**src/rtl/exception_ctrl_pkg.sv**
```systemverilog
// Shared types and constants for the exception sequencer: FSM states,
// cause codes, PC-source selector values and default vector addresses.
package exc_pkg;

  typedef enum logic [2:0] {
    IDLE  = 3'd0,
    SAVE  = 3'd1,
    FETCH = 3'd2,
    LOAD  = 3'd3,
    JUMP  = 3'd4,
    RET   = 3'd5
  } state_t;

  typedef enum logic [1:0] {
    CAUSE_NONE   = 2'b00,
    CAUSE_OPCODE = 2'b01,
    CAUSE_OVF    = 2'b10,
    CAUSE_DIV0   = 2'b11
  } cause_t;

  localparam logic [2:0] SEL_PC4  = 3'b000;
  localparam logic [2:0] SEL_EPC  = 3'b011;
  localparam logic [2:0] SEL_MEMH = 3'b101;

  localparam int unsigned DEF_VEC_OPCODE = 253;
  localparam int unsigned DEF_VEC_OVF    = 254;
  localparam int unsigned DEF_VEC_DIV0   = 255;

  // Wait counter width; holds memory latencies 1..7.
  localparam int CNT_W = 3;

  // Fixed priority among coincident strobes: opcode > overflow > div0.
  function automatic cause_t pick_cause(input logic opc, input logic ovf, input logic div0);
    if (opc)       return CAUSE_OPCODE;
    else if (ovf)  return CAUSE_OVF;
    else if (div0) return CAUSE_DIV0;
    else           return CAUSE_NONE;
  endfunction

endpackage

```
**src/rtl/exception_ctrl_if.sv**
```systemverilog
// Memory read port between the exception sequencer (master) and memory (slave).
//
// Handshake: the master raises mem_addr_valid with a stable mem_addr and holds
// both for MEM_LATENCY cycles. There is no ready/backpressure: the slave must
// present mem_rdata exactly MEM_LATENCY cycles after mem_addr_valid rises,
// which is the cycle right after mem_addr_valid falls.
interface exception_ctrl_if;
  logic [31:0] mem_addr;
  logic        mem_addr_valid;
  logic [31:0] mem_rdata;

  modport master (output mem_addr, output mem_addr_valid, input mem_rdata);
  modport slave  (input mem_addr, input mem_addr_valid, output mem_rdata);
endinterface

```
**src/rtl/exception_ctrl_wait_cnt.sv**
```systemverilog
// Loadable down-counter with zero flag; times the FETCH wait for memory data.
// Decrement stops at zero so a stray enable cannot wrap the count.
module exc_wait_cnt
  import exc_pkg::*;
(
  input  logic             clk,
  input  logic             rst_n,
  input  logic             i_load,
  input  logic [CNT_W-1:0] i_load_val,
  input  logic             i_dec,
  output logic             o_zero
);

  logic [CNT_W-1:0] r_count;

  // Load has priority over decrement; hold at zero.
  always_ff @(posedge clk or negedge rst_n) begin
    if (!rst_n) begin
      r_count <= '0;
    end else if (i_load) begin
      r_count <= i_load_val;
    end else if (i_dec && (r_count != '0)) begin
      r_count <= r_count - 1'b1;
    end
  end

  assign o_zero = (r_count == '0);

endmodule

```
**src/rtl/exception_ctrl.sv**
```systemverilog
// Exception sequencer for the multicycle MIPS datapath. Saves EPC = PC-4,
// fetches the handler byte from the cause's vector address, then overrides
// the PC-source mux to jump to the handler; also services return-from-exception.
// Optional build macro: EXC_CAUSE_REG_EN keeps the last accepted cause on
// cause_out; without it cause_out is constant 2'b00.
module exception_ctrl
  import exc_pkg::*;
#(
  parameter int unsigned MEM_LATENCY = 2,   // legal range 1..7
  parameter int unsigned VEC_OPCODE  = DEF_VEC_OPCODE,
  parameter int unsigned VEC_OVF     = DEF_VEC_OVF,
  parameter int unsigned VEC_DIV0    = DEF_VEC_DIV0
) (
  input  logic                      clk,
  input  logic                      reset_n,
  input  logic                      exc_opcode,
  input  logic                      exc_ovf,
  input  logic                      exc_div0,
  input  logic                      rfe_req,
  input  logic [31:0]               pc_in,
  exception_ctrl_if.master          mem,
  output logic [31:0]               epc_out,
  output logic [31:0]               handler_addr,
  output logic [2:0]                pc_src_sel,
  output logic                      sel_override,
  output logic                      pc_write,
  output logic                      busy,
  output logic [1:0]                cause_out,
  output state_t                    dbg_state
);

  state_t      r_state;
  logic [31:0] r_epc;
  logic [31:0] r_handler;
  logic [31:0] r_mem_addr;
  logic        r_mem_valid;
  logic [2:0]  r_sel;
  logic        r_override;
  logic        r_pc_write;
  logic        r_busy;

  cause_t      w_cause;
  logic        w_any_exc;
  logic [31:0] w_vector;
  logic        w_cnt_load;
  logic        w_cnt_dec;
  logic        w_cnt_zero;
  logic        w_unused_rdata;

  assign w_cause   = pick_cause(exc_opcode, exc_ovf, exc_div0);
  assign w_any_exc = exc_opcode | exc_ovf | exc_div0;
  // Only the low byte of the vector word is the handler address.
  assign w_unused_rdata = |mem.mem_rdata[31:8];

  // Vector address for the winning cause.
  always_comb begin
    w_vector = 32'(VEC_OPCODE);
    case (w_cause)
      CAUSE_OVF:  w_vector = 32'(VEC_OVF);
      CAUSE_DIV0: w_vector = 32'(VEC_DIV0);
      default:    w_vector = 32'(VEC_OPCODE);
    endcase
  end

  // Counter is loaded on strobe acceptance and counts down through SAVE and
  // FETCH, so it reaches zero in the last of the MEM_LATENCY FETCH cycles.
  assign w_cnt_load = (r_state == IDLE) && w_any_exc;
  assign w_cnt_dec  = (r_state == SAVE) || (r_state == FETCH);

  exc_wait_cnt u_wait_cnt (
    .clk        (clk),
    .rst_n      (reset_n),
    .i_load     (w_cnt_load),
    .i_load_val (CNT_W'(MEM_LATENCY)),
    .i_dec      (w_cnt_dec),
    .o_zero     (w_cnt_zero)
  );

  // Sequencer FSM; every output is a register updated on the state transition.
  always_ff @(posedge clk or negedge reset_n) begin
    if (!reset_n) begin
      r_state     <= IDLE;
      r_epc       <= '0;
      r_handler   <= '0;
      r_mem_addr  <= '0;
      r_mem_valid <= 1'b0;
      r_sel       <= SEL_PC4;
      r_override  <= 1'b0;
      r_pc_write  <= 1'b0;
      r_busy      <= 1'b0;
    end else begin
      case (r_state)
        IDLE: begin
          if (w_any_exc) begin
            r_state    <= SAVE;
            r_mem_addr <= w_vector;
            r_busy     <= 1'b1;
          end else if (rfe_req) begin
            r_state    <= RET;
            r_busy     <= 1'b1;
            r_override <= 1'b1;
            r_sel      <= SEL_EPC;
            r_pc_write <= 1'b1;
          end
        end
        SAVE: begin
          r_epc       <= pc_in - 32'd4;
          r_mem_valid <= 1'b1;
          r_state     <= FETCH;
        end
        FETCH: begin
          if (w_cnt_zero) begin
            r_mem_valid <= 1'b0;
            r_state     <= LOAD;
          end
        end
        LOAD: begin
          r_handler  <= {24'b0, mem.mem_rdata[7:0]};
          r_override <= 1'b1;
          r_sel      <= SEL_MEMH;
          r_pc_write <= 1'b1;
          r_state    <= JUMP;
        end
        JUMP, RET: begin
          r_override <= 1'b0;
          r_sel      <= SEL_PC4;
          r_pc_write <= 1'b0;
          r_busy     <= 1'b0;
          r_state    <= IDLE;
        end
        default: begin
          r_state <= IDLE;
        end
      endcase
    end
  end

`ifdef EXC_CAUSE_REG_EN
  cause_t r_cause;

  // Remember the last accepted cause; return-from-exception leaves it alone.
  always_ff @(posedge clk or negedge reset_n) begin
    if (!reset_n) begin
      r_cause <= CAUSE_NONE;
    end else if (w_cnt_load) begin
      r_cause <= w_cause;
    end
  end

  assign cause_out = r_cause;
`else
  assign cause_out = CAUSE_NONE;
`endif

  assign mem.mem_addr       = r_mem_addr;
  assign mem.mem_addr_valid = r_mem_valid;
  assign epc_out            = r_epc;
  assign handler_addr       = r_handler;
  assign pc_src_sel         = r_sel;
  assign sel_override       = r_override;
  assign pc_write           = r_pc_write;
  assign busy               = r_busy;
  assign dbg_state          = r_state;

endmodule

```
**src/flat_wrapper.sv**
```systemverilog
// flat-port wrapper written by rule: the top's interface ports become plain ports
module exception_ctrl_flat import exc_pkg::*;
#(
  parameter int unsigned MEM_LATENCY = 2,                      
  parameter int unsigned VEC_OPCODE  = DEF_VEC_OPCODE,
  parameter int unsigned VEC_OVF     = DEF_VEC_OVF,
  parameter int unsigned VEC_DIV0    = DEF_VEC_DIV0
)
  (clk, reset_n, exc_opcode, exc_ovf, exc_div0, rfe_req, pc_in, epc_out, handler_addr, pc_src_sel, sel_override, pc_write, busy, cause_out, dbg_state, mem_mem_addr, mem_mem_addr_valid, mem_mem_rdata);
  exception_ctrl_if mem_i ();
  input  logic clk;
  input  logic reset_n;
  input  logic exc_opcode;
  input  logic exc_ovf;
  input  logic exc_div0;
  input  logic rfe_req;
  input  logic [31:0] pc_in;
  output logic [31:0] epc_out;
  output logic [31:0] handler_addr;
  output logic [2:0] pc_src_sel;
  output logic sel_override;
  output logic pc_write;
  output logic busy;
  output logic [1:0] cause_out;
  output state_t dbg_state;
  output wire logic [$bits(mem_i.mem_addr)-1:0] mem_mem_addr;
  output wire logic [$bits(mem_i.mem_addr_valid)-1:0] mem_mem_addr_valid;
  input wire logic [$bits(mem_i.mem_rdata)-1:0] mem_mem_rdata;
  assign mem_mem_addr = mem_i.mem_addr;
  assign mem_mem_addr_valid = mem_i.mem_addr_valid;
  assign mem_i.mem_rdata = mem_mem_rdata;
  exception_ctrl #(.MEM_LATENCY(MEM_LATENCY), .VEC_OPCODE(VEC_OPCODE), .VEC_OVF(VEC_OVF), .VEC_DIV0(VEC_DIV0)) u_core (.clk(clk), .reset_n(reset_n), .exc_opcode(exc_opcode), .exc_ovf(exc_ovf), .exc_div0(exc_div0), .rfe_req(rfe_req), .pc_in(pc_in), .mem(mem_i), .epc_out(epc_out), .handler_addr(handler_addr), .pc_src_sel(pc_src_sel), .sel_override(sel_override), .pc_write(pc_write), .busy(busy), .cause_out(cause_out), .dbg_state(dbg_state));
endmodule
```
**config.mk**
```make
export PLATFORM = sky130hd
export DESIGN_NAME = exception_ctrl_flat
export DESIGN_NICKNAME = d
export VERILOG_FILES = /design/src/rtl/exception_ctrl_pkg.sv /design/src/rtl/exception_ctrl_if.sv /design/src/rtl/exception_ctrl_wait_cnt.sv /design/src/rtl/exception_ctrl.sv /design/src/flat_wrapper.sv
export SDC_FILE = /design/constraint.sdc
export NUM_CORES = 1
export LEC_CHECK = 0
export ABC_AREA = 1
export CORE_MARGIN = 8
export CORE_UTILIZATION = 35
export CTS_CLUSTER_DIAMETER = 100
export CTS_CLUSTER_SIZE = 20
export DETAILED_ROUTE_END_ITERATION = 6
export PLACE_DENSITY = 0.73
export SLEW_MARGIN = 5
export SYNTH_ARGS = -nofsm -noshare
export SYNTH_HDL_FRONTEND = slang
export SYNTH_HIERARCHICAL = 1
export SYNTH_SLANG_ARGS = --single-unit
```
**constraint.sdc**
```tcl
create_clock -name clk -period 3.6 [get_ports clk]
set_input_delay 0.36 -clock clk [delete_from_list [all_inputs] [get_ports clk]]
set_output_delay 0.36 -clock clk [all_outputs]
set_load 0.01 [all_outputs]
```
## After elaboration in Yosys (flattened, before gate mapping)

Index checks and enable logic that the tools add are counted.

- Output and inout bits: 108
- Flip-flop bits (word level): 84

- Bitwise gates (word level): 2
- Equality and inequality tests: 11
- Mux-type cells: 20
- Reduce and logical (&&, ||, !) cells: 16
- Add/sub/neg operators: 2

Operators by type and width:

| kind | number |
|---|---|
| $sub A32 B3 Y32 const B | 1 |
| $mux W3 | 7 |
| $pmux W3 S4 | 1 |
| $pmux W3 S3 | 1 |
| $reduce_and A2 Y1 | 4 |
| $eq A3 B2 Y1 const B | 2 |
| $eq A3 B3 Y1 const B | 2 |
| $logic_not A3 Y1 | 2 |
| $mux W2 | 3 |
| $ne A2 B2 Y1 const B | 3 |
| $reduce_bool A2 Y1 | 3 |
| $reduce_bool A3 Y1 | 2 |
| $eq A2 B2 Y1 const B | 2 |
| $mux W1 | 4 |
| $pmux W1 S2 | 2 |
| $pmux W2 S2 | 1 |
| $eq A3 B1 Y1 const B | 1 |
| $ne A3 B2 Y1 const B | 1 |
| $pmux W1 S3 | 1 |
| $reduce_and A3 Y1 | 1 |
| $sub A3 B1 Y3 const B | 1 |
| $logic_and A1 B1 Y1 | 2 |
| $or A1 B1 Y1 | 2 |
| $reduce_or A2 Y1 | 1 |
| $logic_or A1 B1 Y1 | 1 |

## Longest topological paths before layout

- Depth after elaboration: 5
- Mapped depth: 10
- Gate-level depth less buffers: 10

## By module

Netlist, hierarchy kept.

Modules (own cells, without submodules):

| module | cells each | area an instance (µm²) | times used | seq. area each (µm²) |
|---|---|---|---|---|
| exception_ctrl | 428 | 3171.8 | 1 | 1276.2 |
| exc_wait_cnt | 27 | 192.7 | 1 | 75.1 |

## Worst setup path after synthesis

Ideal clock, no wire load.

- Path kind: register to register
- From: reg u_core.r_state[2] (netlist: u_core/dbg_state[2])
- To: reg u_core.u_wait_cnt.r_count[0]
- Path slack: 2.212 ns
- Period minus slack after synthesis: 1.388 ns
- Data arrival time: 1.323 ns
- Stages on the path, launching flop included: 9
- Required time: 3.535 ns
- Path buffers: 1
- Path through: dfrtp_1 nor3_4 inv_2 buf_2 nand2_1 nand2_1 nand2_2 nand2_1 nand2_1

- Word-level cells in the longest chain between the ends: 4
- Elaborated cells on any way between the ends: 8
- Those cells by class: 2 x eq/ne; 1 x mux; 5 x reduce/logical

Ends and longest elaborated chain:

| what | RTL line | RTL |
|---|---|---|
| start: declaration | exception_ctrl.sv:32 | `state_t r_state;` |
| start signal: assignment | exception_ctrl.sv:82 | `r_state <= IDLE;` |
| start signal: assignment | exception_ctrl.sv:95 | `r_state <= SAVE;` |
| start signal: assignment | exception_ctrl.sv:99 | `r_state <= RET;` |
| $eq A3 B1 Y1 / $eq A3 B2 Y1 (equally long branches) | exception_ctrl.sv:68 | `assign w_cnt_dec = (r_state == SAVE) \|\| (r_state == FETCH);` |
| $logic_or A1 B1 Y1 * | exception_ctrl.sv:68 |  |
| via u_core.w_cnt_dec | exception_ctrl.sv:46 | `logic w_cnt_dec;` |
| $logic_and A1 B1 Y1 * | exception_ctrl_wait_cnt.sv:22 | `end else if (i_dec && (r_count != '0)) begin` |
| $reduce_bool A2 Y1 (no source line) * | - |  |
| end signal: assignment | exception_ctrl_wait_cnt.sv:21 | `r_count <= i_load_val;` |
| end signal: assignment | exception_ctrl_wait_cnt.sv:23 | `r_count <= r_count - 1'b1;` |
| end: declaration | exception_ctrl_wait_cnt.sv:14 | `logic [CNT_W-1:0] r_count;` |

The timed path passes the listed nets; every way through them passes the cells marked *.
A chain may end at the register's enable or synchronous reset.

## Final worst setup path

- From: reg u_core.r_state[0] (netlist: u_core/dbg_state[0])
- To: reg u_core.u_wait_cnt.r_count[1]

The elaborated chain is that of the path after synthesis.

==> flow_summary_export.csv <==
group,metric,value,unit
cts,post_cts_buffers,0,
yosys,avgSynthCellArea,7.39,µm²
route,drt_first_iter_violations,112,
yosys,synth.distinct_cells,30,
floorplanning,coreArea,9280,µm²
layout,drive_gt1_frac,0.0683,
sta,fin_ws,1.55,ns
place,io_buffers,103,
route,vias_per_cell,4.37,
cts,clkTransAtPathRegs,0.10,ns
layout,nets,628,
sta,slew_violations,0,
yosys,synth-seq-area-share,0.402,
global_route,grt_pass1_vias,3067,
global_route,grt_max_degree,55,
cts,ctsLongestPathBuffers,2,
route,via_count,2994,
route,drt_first_pass_iters,7,
global_route,grtUsageTotal,0.140,
power,pwr-share-seq,0.347,
layout,nFillCells,934,
power,combPwrFrac,0.509,
layout,diodes,0,
power,p_int,1.88,mW
place,place_congestion,0.921,
setup_path,required,3.80,ns
yosys,syn-cell-area,3360,µm²
sta,rsz0062_at_grt,"false",
floorplanning,die_area,13000,µm²
sta,worst_pin_slew,0.736,ns
flow_run,drv_cap,0,
yosys,synthTopCellsByArea,"dfrtp_1, nand2_1, buf_4",
yosys,synth_edf_count,0,
global_route,antenna_found_initial,0,
floorplanning,die_x,114,µm
setup_path,critPathCaptureType,"register",
cts,cts_num_sinks,54,
yosys,async_flop_share,1.00,
power,p_sw,1.19,mW
setup_path,path_class,"reg2reg",
min_path,hold_path_class,"in2async",
layout,post-route-util,0.476,
power,switching_share,0.387,
global_route,grt_pass1_wl,14700,µm
place,pre_cts_ws,1.48,ns
route,wire_per_inst,13.4,µm
floorplanning,die_h,114,µm
sta,slew_headroom,0.509,
power,power.density,694,nW/µm²
route,drc,0,
sta,fin_crit,2.05,ns
route,ant_nets,0,
place,dp_hpwl,7260,µm
floorplanning,placementRows,35,
sta,period_share,0.568,
run_status,status,"finished clean",
cts,post_cts_resize_count,0,
power,vdd_drop_max,0.229,mV
setup_path,start_kind,"register",
sta,setup_viol,0,
power,p_total,3.07,mW
power,clkPwrFrac,0.143,
cts,htree_levels,2,
cts,cts_inserted_buffers,5,
yosys,synth_top_area_share,0.402,
sta,hold_slack,0.172,ns
sta,hold_viol,0,
power,leakage,2.11,nW
cts,clk_latency,0.31,ns
floorplanning,initial_utilization,0.362,
setup_path,arrival,2.24,ns
yosys,ys_ff_latch,54,
sta,tns,0,ns
route,drt_wl_total,9190,µm
yosys,syn_inst,455,
floorplanning,io_pins,178,
sta,fmax,489,MHz
cts,cts_tree,"built",
setup_path,worstPathMaxFanout,45,
sta,skew,0.0124,ns
yosys,synth_flop_cell,"dfrtp_1",
yosys,yosysWarnings,6,
cts,holdBufCountCts,0,
global_route,overflow,0,
yosys,synth_top_cell_by_area,"dfrtp_1",
layout,area_growth,31.4,%
cts,cts-root-buf,"clkbuf_8",
-- layout make-up --
class | instances | area [µm²] | share of cell area
sequential | 54 | 1350 | 0.306
clock inverter | 2 | 38.8 | 0.00877
tap | 129 | 161 | 0.0365
inverter | 34 | 130 | 0.0294
multi-input combinational | 355 | 1620 | 0.366
timing repair buffer | 105 | 1040 | 0.235
clock buffer | 6 | 82.6 | 0.0187
-- logic make-up (layout without fill, tap and decap cells) --
group,count (synthesis),after routing,share of synthesized area
xor gates and xnor gates,11,11,0.0286
other,2,53,0.00223
DFF,54,54,0.402
buffers and inverters,97,147,0.175
AOI/OAI and AO/OA,33,33,0.0547
and+or+nand+nor,255,255,0.327
adders and majority gates,3,3,0.0112
-- worst max-delay path: stages, from the launching register on --
cell	delay (ns)
dfrtp_1	0.41
inv_1	0.16
nor3_4	0.05
buf_4	0.23
inv_2	0.57
nand2_1	0.11
nand2_1	0.18
nand2_2	0.09
nand2_1	0.08
nand2_1	0.05
-- registers in the layout (all words and copies together) (netlist names) --
| name | count |
|---|---|
| u_core/dbg_state | 3 |
| u_core/u_wait_cnt/r_count | 3 |
| u_core/pc_write | 1 |
| u_core/pc_src_sel | 2 |
| u_core/epc_out | 32 |
| u_core/busy | 1 |
| u_core/mem.mem_addr | 3 |
| u_core/handler_addr | 8 |
| u_core/mem.mem_addr_valid | 1 |
-- placed cells by master, fill, tap and decap left out, drive strengths merged --
cell | synthesis | routed
o21ai | 21 | 21
inv | 34 | 35
or2 | 2 | 2
a31oi | 3 | 3
clkbuf | 0 | 6
xnor2 | 5 | 5
ha | 3 | 3
buf | 63 | 3
nor2 | 65 | 65
a21oi | 3 | 3
o21a | 1 | 1
bufinv | 0 | 1
dfrtp | 54 | 54
xor2 | 6 | 6
nand3 | 26 | 26
o21bai | 5 | 5
nand4 | 4 | 4
clkdlybuf4s50 | 0 | 102
conb | 2 | 53
nand2 | 156 | 156
nor3 | 2 | 2
-- final timing paths --
kind,start,endpoint,slack [ns],depth (start not counted)
setup / recovery,u_core/dbg_state[0],u_core/u_wait_cnt/r_count[1],1.55,9
hold / removal,reset_n,u_core/dbg_state[2],0.17,2
setup reg to reg,u_core/dbg_state[0],u_core/u_wait_cnt/r_count[1],1.55,9
hold reg to reg,u_core/epc_out[0],u_core/epc_out[0],0.48,2
max in group asynchronous,reset_n,u_core/epc_out[0],2.96,2
min in group clk,u_core/epc_out[0],u_core/epc_out[0],0.48,2
-- per-layer routing --
layer	wire [µm]	global-route usage	up-vias
met5	0	0	-
met4	121	0.0426	0
met3	743	0.0454	13
met2	4550	0.255	112
met1	3770	0.150	1366
li1	-	-	1503
-- synth_stat cells (4+ instances only) --
cell type	n
nand2_1	151
nor2_1	58
buf_4	57
dfrtp_1	54
nand3_1	25
inv_1	24
o21ai_1	14
inv_2	9
o21ai_0	7
buf_2	6
xor2_1	6
o21bai_1	5
xnor2_1	5
nand2_2	4
nor2_2	4
-- power by group through the flow --
stage | Sequential [mW] | Combinational [mW] | Clock (mW)
after floorplan | 1.19 | 0.697 | 0
after global placement | 1.06 | 1.54 | 0
after detailed placement | 1.08 | 1.58 | 0
after CTS | 1.07 | 1.58 | 0.458
after global routing | 1.11 | 1.74 | 0.476
final | 1.07 | 1.56 | 0.439
-- stage by stage --
stage / cell area (µm²) / std cells
after floorplan: 3560 / 506
after global placement: 4300 / 677
after detailed placement: 4300 / 677
after CTS: 4420 / 685
after global routing: 4420 / 685
final: 4420 / 685
Power figures use the tool's default switching activity.
==> variant 1, RTL diff (same settings) <==
Change the package constant `CNT_W` from 3 to 5.
--- a/src/rtl/exception_ctrl_pkg.sv
+++ b/src/rtl/exception_ctrl_pkg.sv
@@ -27,7 +27,7 @@
   localparam int unsigned DEF_VEC_DIV0   = 255;
 
   // Wait counter width; holds memory latencies 1..7.
-  localparam int CNT_W = 3;
+  localparam int CNT_W = 5;
 
   // Fixed priority among coincident strobes: opcode > overflow > div0.
   function automatic cause_t pick_cause(input logic opc, input logic ovf, input logic div0);
Function: no difference found for any inputs over 10 cycles, from zero or initial values and one cycle with reset_n low; that may be too few to reach the edited logic, so the function may still have changed.
==> variant 1 against the unedited design <==
- setup slack worse by 0.080 ns
- routed wire length down 2.1%
- first-iteration DRC count up 13%
- total power up 4.5%
- synthesized area up 4.2%
- sequential cell count up 2
- cell area up 3.4%
- core utilization down 0.87 points
- highest routed layer unchanged
==> variant 1: results (changes against the unedited design) <==
Final layout
  – Largest register FFs: 32 (unchanged)
  – Final net count: 648 (was 628)
  – Final std cells w/o fill: 710 (was 685)
  – Layout cells sized above 1: 7.45% (was 6.83%)
  – Fill count: 980 (was 934)

Placement
  – Port buffer count: 103 (unchanged)
  – DP Area: 0.00446 mm² (was 0.00430 mm²)
  – Placement Setup Slack: 1.47 ns (was 1.48 ns)
  – Detailed Place HPWL: 7.40 mm (was 7.26 mm)
  – RePlAce Congestion: 0.841 (was 0.921)
  – Placed Instances: 702 (was 677)

Global route
  – Via count of the first global-routing pass: 3161 (was 3067)
  – Total GRT Usage: 13.4% (was 14.0%)
  – First-pass GRT wire length: 14.5 mm (was 14.7 mm)
  – Largest net degree at the start of global routing: 46 (was 55)

Worst setup path
  – CP max stage delay: 0.57 ns (about the same)
  – CP arrival: 2.33 ns (was 2.24 ns)
  – Slowest cell on the critical path: inv_2 (unchanged)
  – CP top delay family: buffers and inverters (unchanged)
  – Crit Path Max Fanout: 45 (unchanged)

Logic synthesis
  – Distinct cells, synth: 32 (was 30)
  – Mean area per synthesized cell: 7.40 µm² (was 7.39 µm²)
  – Async set-reset flop share out of synthesis: 100% (unchanged)
  – Sequential area share after synthesis: 40.0% (was 40.2%)
  – Synth cell count leaders: nand2_1 (154), nor2_1 (62), buf_4 (57) (was nand2_1 (151), nor2_1 (58), buf_4 (57))
  – Top post-synthesis cells by area: dfrtp_1 (40%), nand2_1 (16%), buf_4 (12%), nor2_1 (6.6%), nand3_1 (4.0%) (was dfrtp_1 (40%), nand2_1 (17%), buf_4 (13%), nor2_1 (6.5%), nand3_1 (3.7%))

Power
  – Int Pwr: 1940 µW (was 1880 µW)
  – Clock group share of total power: 13.4% (was 14.3%)
  – Comb pwr share: 52.1% (was 50.9%)
  – Worst VDD drop: 0.293 mV (was 0.229 mV)
  – Sw Share: 39.5% (was 38.7%)
  – Leakage: 0.00219 µW (was 0.00211 µW)

Routing
  – Initial detailed-routing violation count: 127 (was 112)
  – Router iterations before antenna repair: 4 (was 7)
  – Wire per inst: 12.7 µm (was 13.4 µm)
  – Vias per inst: 4.37 (about the same)

Clock network
  – Clock insertion delay at the later pin of the skew report: 0.31 ns (about the same)
  – CTS H-tree lvls: 2 (unchanged)
  – Number of post-CTS setup repair buffers: 0 (unchanged)
  – TritonCTS Buffers: 5 (unchanged)

Timing
  – Slew @ Worst Pin: 0.739 ns (was 0.736 ns)
  – Hold Fails Final Rpt: 0 (unchanged)
  – Clk_skew: 0.00934 ns (was 0.0124 ns)

Outcome
  – Outcome: finished clean (unchanged)
==> variant 1: per-layer routing <==
layer  GRT usage [%]  wire [µm]
met5               0          0
met4            4.15        134
met3            4.24        754
met2            23.2       4330
met1            15.5       3780
==> variant 1: path summary, 6_finish.rpt <==
kind                            cells past startpoint  slack [ns]                start                      endpoint
max in group asynchronous                           2        2.73              reset_n        u_core/mem.mem_addr[2]
worst max register to register                      9        1.47  u_core/dbg_state[0]  u_core/u_wait_cnt/r_count[1]
worst min-delay path                                1        0.04              reset_n        u_core/handler_addr[2]
min in group clk                                    2        0.48    u_core/epc_out[1]             u_core/epc_out[1]
worst max-delay path                                9        1.47  u_core/dbg_state[0]  u_core/u_wait_cnt/r_count[1]
worst min register to register                      2        0.48    u_core/epc_out[1]             u_core/epc_out[1]
==> variant 1: cell families (layout without fill, tap and decap cells) <==
family,count (synthesis),in the layout,synth area share [%]
adders and majority gates,2,2,0.713
and+or+nand+nor,268,268,33.5
other,2,55,0.214
DFF,56,56,40.0
buffers and inverters,99,149,17.0
xor gates and xnor gates,11,11,2.75
AOI/OAI and AO/OA,36,36,5.89
==> variant 1: stage by stage <==
stage	utilization, %	hold slack [ns]
after floorplan	-	0.0644
after CTS	46.8	0.0565
after global placement	45.6	0.403
final	46.8	0.0393
after global routing	46.8	0.0908
after detailed placement	45.6	0.408
==> variant 1: cell type report <==
type / count / area (µm²) / area share (%)
timing repair buffer: 105 / 1040 / 22.8
clock buffer: 5 / 68.8 / 1.51
multi-input combinational: 372 / 1710 / 37.4
inverter: 36 / 138 / 3.01
tap: 133 / 166 / 3.64
sequential: 56 / 1400 / 30.7
clock inverter: 3 / 46.3 / 1.01
==> variant 2, RTL diff (same flow settings) <==
Without the edit above. Register the input `pc_in` before use, cleared by the reset. The logic sees it one clock later. The other inputs are not delayed to match.
--- a/src/rtl/exception_ctrl.sv
+++ b/src/rtl/exception_ctrl.sv
@@ -28,6 +28,16 @@
   output logic [1:0]                cause_out,
   output state_t                    dbg_state
 );
+
+  logic [31:0] pc_q;
+
+  always_ff @(posedge clk or negedge reset_n) begin
+    if (!reset_n) begin
+      pc_q <= '0;
+    end else begin
+      pc_q <= pc_in;
+    end
+  end
 
   state_t      r_state;
   logic [31:0] r_epc;
@@ -104,7 +114,7 @@
           end
         end
         SAVE: begin
-          r_epc       <= pc_in - 32'd4;
+          r_epc       <= pc_q - 32'd4;
           r_mem_valid <= 1'b1;
           r_state     <= FETCH;
         end
Function: changed (a bounded check fails within 4 cycles, from zero or initial values and one cycle with reset_n low).
==> variant 2 against the unedited design <==
- cell area is 24% higher
- setup slack better by 0.17 ns
- largest power group unchanged
- critical endpoint is now dbg_state[1]
- routed wire length rose by 17%
- total power up 30%
- die area increased by 22%
- synthesized area is 26% higher
- sequential cell count up 33
- synthesized cell count is 13% higher
==> variant 2: results (changes against the unedited design) <==
Final layout
  – Final net count: 689 (was 628)
  – Layout cells sized above 1: 6.60% (was 6.83%)

Logic synthesis
  – Post-synthesis cell count: 512 (was 455)
  – Top post-synthesis cells by area: dfrtp_1 (51%), nand2_1 (13%), buf_4 (10%), nor2_1 (5.9%), nand3_1 (3.5%) (was dfrtp_1 (40%), nand2_1 (17%), buf_4 (13%), nor2_1 (6.5%), nand3_1 (3.7%))
  – Synth Area in XOR/XNOR: 0.828% (was 2.86%)
  – Distinct cells, synth: 29 (was 30)
  – Synth Area in Compound Gates: 5.20% (was 5.47%)
  – Sequential area share after synthesis: 51.4% (was 40.2%)
  – Post-Synth Adder-Cell Area: 0.887% (was 1.12%)
  – Synth cell count leaders: nand2_1 (152), dfrtp_1 (87), nor2_1 (67) (was nand2_1 (151), nor2_1 (58), buf_4 (57))

Outcome
  – Outcome: finished clean (unchanged)

Placement
  – Placed Instances: 752 (was 677)
  – RePlAce Congestion: 0.823 (was 0.921)
  – Detailed Place HPWL: 8.32 mm (was 7.26 mm)

Worst setup path
  – Crit Path Max Fanout: 8 (was 45)
  – Reg2reg end: u_core/u_wait_cnt/r_count[0] (was u_core/u_wait_cnt/r_count[1])
  – R2R depth: 7 (was 9)
  – Slowest cell on the critical path: clkdlybuf4s50_1 (was inv_2)
  – RR Startpoint: u_core/dbg_state[1] (was u_core/dbg_state[0])
  – Flop-to-flop setup slack: 1.74 ns (was 1.55 ns)
  – CP arrival: 1.52 ns (was 2.24 ns)

Routing
  – Vias per inst: 4.40 (was 4.37)
  – Wire per inst: 14.0 µm (was 13.4 µm)
  – Met2 WL: 5.15 mm (was 4.55 mm)
  – Wl on met1: 4.48 mm (was 3.77 mm)
  – Initial detailed-routing violation count: 110 (was 112)
  – Router iterations before antenna repair: 4 (was 7)
  – Vias: 3378 (was 2994)
  – Routed wl met3: 949 µm (was 743 µm)

Clock network
  – Clock tree buffer depth: 2 (unchanged)
  – TritonCTS Buffers: 9 (was 5)
  – Clock insertion delay at the later pin of the skew report: 0.34 ns (was 0.31 ns)
  – Resized Gates After CTS: 0 (unchanged)
  – Clk pin slew, worst setup/hold paths: 0.06 ns (was 0.10 ns)
  – Number of post-CTS setup repair buffers: 0 (unchanged)
  – CTS H-tree lvls: 3 (was 2)

Global route
  – First-pass GRT wire length: 17.7 mm (was 14.7 mm)
  – Via count of the first global-routing pass: 3580 (was 3067)
  – Total GRT Usage: 13.9% (was 14.0%)
  – Largest net degree at the start of global routing: 76 (was 55)

Timing
  – Clk_skew: 0.00815 ns (was 0.0124 ns)
  – Worst rel slew slack: 38.7% (was 50.9%)

Power
  – P_sw: 1410 µW (was 1190 µW)
  – Leakage: 0.00262 µW (was 0.00211 µW)
  – Worst VDD drop: 0.395 mV (was 0.229 mV)
## variant 2: power by group through the flow
stage,clock network (µW),logic (µW),registers [µW]
3_3_place_gp,0,1570,1500
3_5_place_dp,0,1610,1520
6_report,896,1590,1500
5_1_grt,963,1780,1540
2_1_floorplan,0,726,1610
4_1_cts,926,1630,1510
## variant 2: worst reg2reg max path, stage by stage (launching register included)
cell	delay, ns
dfrtp_1	0.55
nor3_4	0.09
inv_2	0.50
o21ai_0	0.18
nand2_1	0.18
nand2_2	0.10
nand2_1	0.08
nand2_1	0.06
## variant 2: final cells by class
class,instances,area (µm²)
clock buffer,12,267
tap,147,184
fill,1197,6430
clock inverter,4,28.8
inverter,47,176
timing repair buffer,105,1040
sequential,87,2180
multi-input combinational,366,1600
## variant 2: worst max path at each step
stage	start	endpoint	slack, ns	depth (start not counted)
after floorplan	u_core/dbg_state[1]	u_core/u_wait_cnt/r_count[0]	2.11	9
after CTS	u_core/dbg_state[1]	dbg_state[1]	1.69	1
after global routing	u_core/dbg_state[1]	u_core/u_wait_cnt/r_count[1]	1.56	7
final	u_core/dbg_state[1]	dbg_state[1]	1.72	1
after global placement	u_core/dbg_state[1]	u_core/u_wait_cnt/r_count[2]	1.80	7
after detailed placement	u_core/dbg_state[1]	u_core/u_wait_cnt/r_count[0]	1.74	7
## variant 2: per-stage QoR
step	utilization (%)	area (µm²)	hold WS (ns)	setup WS (ns)
2_1_floorplan	-	4420	0.0644	2.11
3_3_place_gp	43.5	5180	0.434	1.80
5_1_grt	46.0	5480	0.250	1.56
6_report	46.0	5480	0.168	1.72
4_1_cts	46.0	5480	0.202	1.69
3_5_place_dp	43.5	5180	0.435	1.74
## variant 2: metal layers
layer,GRT usage (%),vias up
met5,0,-
met4,5.73,0
met3,5.49,15
met2,23.4,105
met1,15.2,1567
li1,-,1691
